--- config.mk ---
export PLATFORM = sky130hd
export DESIGN_NAME = mp_add_seq
export DESIGN_NICKNAME = d
export VERILOG_FILES = /design/src/rtl/mp_add_seq.sv
export SDC_FILE = /design/constraint.sdc
export NUM_CORES = 1
export LEC_CHECK = 0
export CELL_PAD_IN_SITES_DETAIL_PLACEMENT = 1
export CELL_PAD_IN_SITES_GLOBAL_PLACEMENT = 2
export CORE_MARGIN = 2
export CORE_UTILIZATION = 41
export DETAILED_ROUTE_END_ITERATION = 6
export DONT_BUFFER_PORTS = 1
export PLACE_DENSITY = 0.9
export SYNTH_ARGS = -nofsm -noshare
export SYNTH_HDL_FRONTEND = slang
export SYNTH_SLANG_ARGS = --single-unit
--- constraint.sdc ---
create_clock -name clk -period 13.5 [get_ports clk]
set_input_delay 1.35 -clock clk [delete_from_list [all_inputs] [get_ports clk]]
set_output_delay 1.35 -clock clk [all_outputs]
set_load 0.05 [all_outputs]
--- src/rtl/mp_add_seq.sv ---
// mp_add_seq: multi-precision add/subtract sequencer.
// One 32-bit adder stage is reused across WORDS cycles, LSW first, with the
// carry chained word to word. Subtraction is A + ~B + 1.
module mp_add_seq #(
    parameter int unsigned WORDS = 4
) (
    input  logic                  clk,
    input  logic                  rst,
    input  logic                  start,
    input  logic                  sub,
    input  logic [32*WORDS-1:0]   a_in,
    input  logic [32*WORDS-1:0]   b_in,
    output logic                  busy,
    output logic                  done,
    output logic [32*WORDS-1:0]   result,
    output logic                  cout,
    output logic                  ovf
);

    localparam int unsigned W    = 32 * WORDS;
    localparam int unsigned IDXW = $clog2(WORDS);

    typedef enum logic [1:0] {
        S_IDLE = 2'd0,
        S_RUN  = 2'd1,
        S_DONE = 2'd2
    } state_t;

    state_t           state_q, state_d;
    logic [W-1:0]     a_q, a_d;
    logic [W-1:0]     b_q, b_d;
    logic [W-1:0]     result_q, result_d;
    logic [IDXW-1:0]  idx_q, idx_d;
    logic             carry_q, carry_d;
    logic             cout_q, cout_d;
    logic             ovf_q, ovf_d;
    logic             busy_q, busy_d;
    logic             done_q, done_d;

    logic [IDXW+4:0]  off_c;
    logic [31:0]      word_a_c;
    logic [31:0]      word_b_c;
    logic [32:0]      sum_c;
    logic             last_c;

    // Single shared 32-bit adder on the currently selected word
    always_comb begin
        off_c    = {idx_q, 5'b0};
        word_a_c = 32'(a_q >> off_c);
        word_b_c = 32'(b_q >> off_c);
        sum_c    = {1'b0, word_a_c} + {1'b0, word_b_c} + 33'(carry_q);
        last_c   = (idx_q == IDXW'(WORDS - 1));
    end

    // State register
    always_ff @(posedge clk) begin
        if (rst) begin
            state_q <= S_IDLE;
        end else begin
            state_q <= state_d;
        end
    end

    // Next-state logic
    always_comb begin
        state_d = state_q;
        case (state_q)
            S_IDLE:  if (start) state_d = S_RUN;
            S_RUN:   if (last_c) state_d = S_DONE;
            S_DONE:  state_d = S_IDLE;
            default: state_d = S_IDLE;
        endcase
    end

    // Datapath and output next values
    always_comb begin
        a_d      = a_q;
        b_d      = b_q;
        result_d = result_q;
        idx_d    = idx_q;
        carry_d  = carry_q;
        cout_d   = cout_q;
        ovf_d    = ovf_q;
        case (state_q)
            S_IDLE: begin
                if (start) begin
                    a_d      = a_in;
                    b_d      = sub ? ~b_in : b_in;
                    carry_d  = sub;
                    idx_d    = '0;
                    result_d = '0;
                    cout_d   = 1'b0;
                    ovf_d    = 1'b0;
                end
            end
            S_RUN: begin
                result_d[off_c +: 32] = sum_c[31:0];
                carry_d               = sum_c[32];
                idx_d                 = idx_q + IDXW'(1);
                if (last_c) begin
                    // idx returns to 0 so it never exceeds WORDS-1
                    idx_d  = '0;
                    cout_d = sum_c[32];
                    ovf_d  = (a_q[W-1] == b_q[W-1]) && (sum_c[31] != a_q[W-1]);
                end
            end
            default: ;
        endcase
        busy_d = (state_d == S_RUN);
        done_d = (state_d == S_DONE);
    end

    // Datapath and output registers
    always_ff @(posedge clk) begin
        if (rst) begin
            a_q      <= '0;
            b_q      <= '0;
            result_q <= '0;
            idx_q    <= '0;
            carry_q  <= 1'b0;
            cout_q   <= 1'b0;
            ovf_q    <= 1'b0;
            busy_q   <= 1'b0;
            done_q   <= 1'b0;
        end else begin
            a_q      <= a_d;
            b_q      <= b_d;
            result_q <= result_d;
            idx_q    <= idx_d;
            carry_q  <= carry_d;
            cout_q   <= cout_d;
            ovf_q    <= ovf_d;
            busy_q   <= busy_d;
            done_q   <= done_d;
        end
    end

    assign busy   = busy_q;
    assign done   = done_q;
    assign result = result_q;
    assign cout   = cout_q;
    assign ovf    = ovf_q;

endmodule

; Word level (Yosys, flattened, before mapping)
; Cells that the tools add are included.
[totals]
reg_bits = 393
in_bits = 260
output_inout_bits = 132
elab_cells = 50
[classes]
add_sub_neg = 4
n_eq_ne = 8
shifts = 4
n_mux = 17
bitwise_logic = 1
n_reduce_logical = 6
[op_table]
columns = cell, count
row1 = 2-to-1 mux 128 bit, 2
row2 = one-hot mux 128 bit (2 select lines), 1
row3 = >> shifter 128 x 7 -> 32 bit, 2
row4 = bitwise mux 128 bit, 1
row5 = NOT 128 bit, 1
row6 = variable shift 32 x 9 -> 128 bit (first input constant), 1
row7 = indexed part select 32 x 9 -> 128 bit, 1
row8 = adder 32 x 32 -> 33 bit, 1
row9 = adder 33 x 1 -> 33 bit, 1
row10 = negation 7 -> 9 bit, 1
row11 = 2-to-1 mux 2 bit, 4
row12 = one-hot mux 2 bit (2 select lines), 2
row13 = one-hot mux 1 bit (2 select lines), 3
row14 = == test 2 x 1 -> 1 bit (second input constant), 2
row15 = == test 2 bit (second input constant), 2
row16 = 2-to-1 mux 1 bit, 4
row17 = inequality test 2 bit (second input constant), 2
row18 = AND reduction 2 bit, 2
row19 = AND reduction 3 bit, 1
row20 = adder 2 x 1 -> 2 bit (second input constant), 1
row21 = logical NOT 2 bit, 1
row22 = nonzero test 2 bit, 1
row23 = == test 1 bit, 1
row24 = logical AND 1 bit, 1
row25 = inequality test 1 bit, 1

; Logic depth before layout (Yosys ltp)
[logic_depth]
ltp_word = 7
mapped_depth = 14
mapped_depth_nobuf = 10

; Worst setup path before layout
; OpenSTA, ideal clock, no wires.
[synth_path]
kind = reg2reg
from = reg idx_q[0]
to = reg result_q[26] (netlist: result[26])
setup_ns = 0.117
arrival_ns = 4.475
required_time_ns = 13.383
path_slack_ns = 8.908
stages_incl_launch_ff = 15
path_buffers = 4
synth_period_minus_slack_ns = 4.592
cell_sequence = dfxtp_1 > buf_2 > buf_2 > buf_1 > clkbuf_1 > mux4_2 > fa_1 > fa_1 > a211oi_1 > o21ai_0 > a32oi_1 > and2_1 > o21ai_1 > o31a_1 > a22o_1
[synth_via]
elab_chain_len = 6
elab_cells_between_ends = 9
classes_between = add/sub: 3 / shift: 4 / mux: 2
[synth_lines]
columns = element, line_no
row1 = from (decl), 33  ; logic [IDXW-1:0] idx_q, idx_d;
row2 = from (signal assigned), 129  ; idx_q <= idx_d;
row3 = ">> shifter 128 x 7 -> 32 bit, on equally long branches", "49, 50"
row4 = adder 32 x 32 -> 33 bit, 51  ; sum_c = {1'b0, word_a_c} + {1'b0, word_b_c} + 33'(carry_q);
row5 = adder 33 x 1 -> 33 bit, 51
row6 = indexed part select 32 x 9 -> 128 bit, 97  ; result_d[off_c +: 32] = sum_c[31:0];
row7 = bitwise mux 128 bit (*), 97
row8 = one-hot mux 128 bit (2 select lines) (*), 84  ; case (state_q)
row9 = to (signal assigned), 128  ; result_q <= result_d;
row10 = to (decl), 32  ; logic [W-1:0] result_q, result_d;
; Every way passes the cells marked *; elsewhere a longest branch is shown, timed or not.
; A chain may end at the register's enable or synchronous reset.

; Worst setup path after layout
[layout_path]
from = reg idx_q[0]
to = reg result_q[58] (netlist: result[58])
; Same word-level chain as after synthesis.

==> impl_metrics.json <==
{
  "synth_compound_area_share_pct": 19.6,
  "crit_type": "reg -> reg",
  "setup_tns_ps": 0,
  "cts_resized": 0,
  "drc": 0,
  "dr.first_iter.drc_count": 1074,
  "post_drt_wl_per_cell_um": 23.6,
  "root_buffer": "clkbuf_16",
  "rows": 76,
  "cts.htree.levels": 2,
  "die_area_um2": 45400,
  "p_total_mw": 2.89,
  "drive_above_1_share_pct": 8.80,
  "vdd_drop_max_v": 0.0000867,
  "pwr-share-clk_pct": 41.5,
  "intPower_mw": 2.10,
  "status": "completed",
  "grt_pass1_vias": 13865,
  "fin_crit_ps": 5210,
  "crit_chain": "buf_4, mux4_2, fa_1, fa_1, a211oi_1, o21ai_0, a32oi_1, and2_1, o21ai_1, o31a_1, a22o_1",
  "drv_slew": 0,
  "grt_start_max_net_pins": 343,
  "period_share_pct": 38.6,
  "antenna_found_initial": 0,
  "grtUsageTotal_pct": 24.7,
  "cp-start-kind": "flip-flop",
  "rrSetupSlack_ps": 8290,
  "worstPathArrival_ps": 5660,
  "synth_fp_nets": 2247,
  "rsz0062_at_grt": "no",
  "cts_tree": "yes",
  "via_count": 14173,
  "dr.pass1.iters": 5,
  "timing.fmax_mhz": 192,
  "synth_area_um2": 17900,
  "vias_per_cell": 5.76,
  "path_depth": 11,
  "place_congestion": 0.958,
  "power_frac_seq_pct": 44.4,
  "synth-async-reset-ratio_pct": 0,
  "hpwl_um": 42100,
  "cp_slowest_cell": "buf_4",
  "clk_latency_ps": 560,
  "drv_cap": 0,
  "ys_types": 68,
  "synth-edff-count": 0,
  "hold_depth": 2,
  "core_region_area_um2": 43100,
  "synth_ff_type": "dfxtp_1",
  "grt.overflow.total": 0,
  "yosys.area_share.simple_pct": 14.6,
  "clkSlewWorstSetupHoldPaths_ps": 60,
  "worstMarginPinSlew_ps": 1310,
  "pin_count": 392,
  "yosys.area.top_type": "dfxtp_1",
  "crit_buf_inv": 1,
  "rr_worst_depth": 11,
  "syn_area_per_cell_um2": 9.19,
  "fin_skew_ps": 14.8,
  "fp.dieW_um": 213,
  "fin_nets": 2143,
  "ys_ff_latch": 393,
  "yosysSeqAreaShare_pct": 43.9,
  "numCtsBuffers": 43,
  "crit_required_ps": 13950,
  "hold_class": "reg -> reg",
  "grt_pass1_wl_um": 85100,
  "final_hold_viol_count": 0,
  "power.share.switching_pct": 27.3,
  "ant_nets": 0,
  "start_util_pct": 41.6,
  "io_buffers": 0,
  "synth_top_area_share_pct": 43.9,
  "area_growth_pct": 9.44,
  "cts_setup_buffers": 0,
  "chipHeight_um": 213,
  "hold_buffers": 0,
  "power_frac_comb_pct": 14.2,
  "clock_sinks": 393,
  "p_per_area_nw_per_um2": 148,
  "worst_setup_path_end_kind": "flip-flop",
  "power.switching_uw": 791,
  "synthMuxAreaShare_pct": 8.21,
  "relSlewSlack_pct": 12.4,
  "setup_viol": 0,
  "synthCells": 1950,
  "cp_top_family": "compound AO/OA/AOI/OAI gates",
  "leakage_nw": 6.90,
  "wl_um": 58100,
  "clk_path_buf_depth": 3,
  "synthTopCellsByArea": "dfxtp_1 (44%), mux4_2 (8.0%), xnor2_1 (6.8%), nand2_1 (6.2%), a211oi_1 (5.6%)",
  "max_stage_delay_ps": 810,
  "yosysWarningCount": 0,
  "crit_fanout": 47,
  "crit_path_frequent_cell": "fa_1",
  "synthAdderAreaFrac_pct": 2.67,
  "synth_top_family_by_area": "compound AO/OA/AOI/OAI gates",
  "synth_xor_area_share_pct": 7.24
}
layout make-up:
cell class | count | area [µm²]
fill | 4851 | 23500
clock inverter | 5 | 81.3
sequential | 393 | 7880
inverter | 9 | 33.8
clock buffer | 70 | 1360
tap | 585 | 732
multi-input combinational | 1383 | 9390
timing repair buffer | 16 | 133
antenna | 1 | 2.50
power groups by stage:
stage	Combinational [mW]	Clock [mW]	Sequential, mW
floorplan	0.315	0	1.29
global placement	0.398	0	1.31
detailed placement	0.408	0	1.31
CTS	0.410	1.22	1.28
global route	0.447	1.27	1.29
finish	0.410	1.20	1.28
routing by layer:
metal / global-route usage [%] / vias up / wire length (µm)
li1: - / 6729 / -
met3: 5.59 / 59 / 3900
met5: 0 / - / 0
met4: 6.44 / 0 / 1180
met2: 41.2 / 411 / 27800
met1: 32.2 / 6974 / 25200
worst min-delay path, stage by stage, from the launching register on:
cell and delay [ps]:
dfxtp_1 300, nand2_1 50, a21oi_1 50
kinds of logic (layout without fill, tap and decap cells):
kind of cell | after synthesis | count (layout)
AOI/OAI and AO/OA | 515 | 515
xor gates and xnor gates | 148 | 148
adders and majority gates | 37 | 37
buffers and inverters | 174 | 100
DFF | 393 | 393
muxes | 67 | 67
other | 0 | 1
and+or+nand+nor | 616 | 616
cell usage after synthesis, drive strengths merged, types with 4 or more instances:
| master | n |
|---|---|
| xor2 | 9 |
| a21boi | 4 |
| clkbuf | 135 |
| or4 | 4 |
| o21bai | 4 |
| a22oi | 63 |
| o211ai | 9 |
| xnor2 | 139 |
| or3 | 4 |
| and2 | 6 |
| nor3b | 6 |
| a21o | 11 |
| o21a | 9 |
| nand2b | 10 |
| nor2 | 215 |
| nand3 | 14 |
| dfxtp | 393 |
| a211oi | 135 |
| buf | 30 |
| nand3b | 6 |
| o21ai | 27 |
| a22o | 57 |
| inv | 9 |
| nand2 | 296 |
| a21oi | 172 |
| nor2b | 11 |
| nand4 | 12 |
| ha | 35 |
| mux4 | 64 |
| nor3 | 16 |
stage by stage:
step           util, %  area [µm²]  hold WS [ps]  std cells  setup slack (ps)
2_1_floorplan        -       17900           433       1950              8910
3_3_place_gp      42.2       18200           440       2386              8340
3_5_place_dp      42.2       18200           446       2386              8220
4_1_cts           45.5       19600           454       2461              8170
5_1_grt           45.5       19600           464       2461              7920
6_report          45.5       19600           453       2462              8290
path summary, 6_finish.rpt:
kind                                from    endpoint
worst max register to register  idx_q[0]  result[58]
worst max-delay path            idx_q[0]  result[58]
worst min register to register   a_q[81]     a_q[81]
worst min-delay path             a_q[81]     a_q[81]
state kept, by name, summed over array words and instances (netlist names):
name and count:
a_q 128, ovf 1, result 128, state_q 2, cout 1, idx_q 2
busy 1, done 1, b_q 128, carry_q 1
cell usage in the layout, fill, tap and decap left out, types with 9 or more instances in the layout:
cell type / Yosys / final
a22o_1: 57 / 57
mux4_2: 64 / 64
dfxtp_1: 393 / 391
buf_4: 0 / 15
ha_1: 35 / 35
nand4_1: 12 / 12
o211ai_1: 9 / 9
xnor2_1: 139 / 139
inv_1: 9 / 9
nand2b_1: 10 / 10
o21a_1: 9 / 9
nor2_1: 215 / 214
clkbuf_16: 0 / 46
xor2_1: 9 / 9
clkbuf_1: 134 / 12
nand3_1: 14 / 14
a211oi_1: 134 / 134
nor2b_1: 11 / 11
o21ai_0: 25 / 25
nand2_1: 295 / 295
a21oi_1: 172 / 172
a21o_1: 11 / 11
nor3_1: 15 / 15
a22oi_1: 63 / 63
clkbuf_8: 0 / 12
Power figures use the tool's default switching activity.
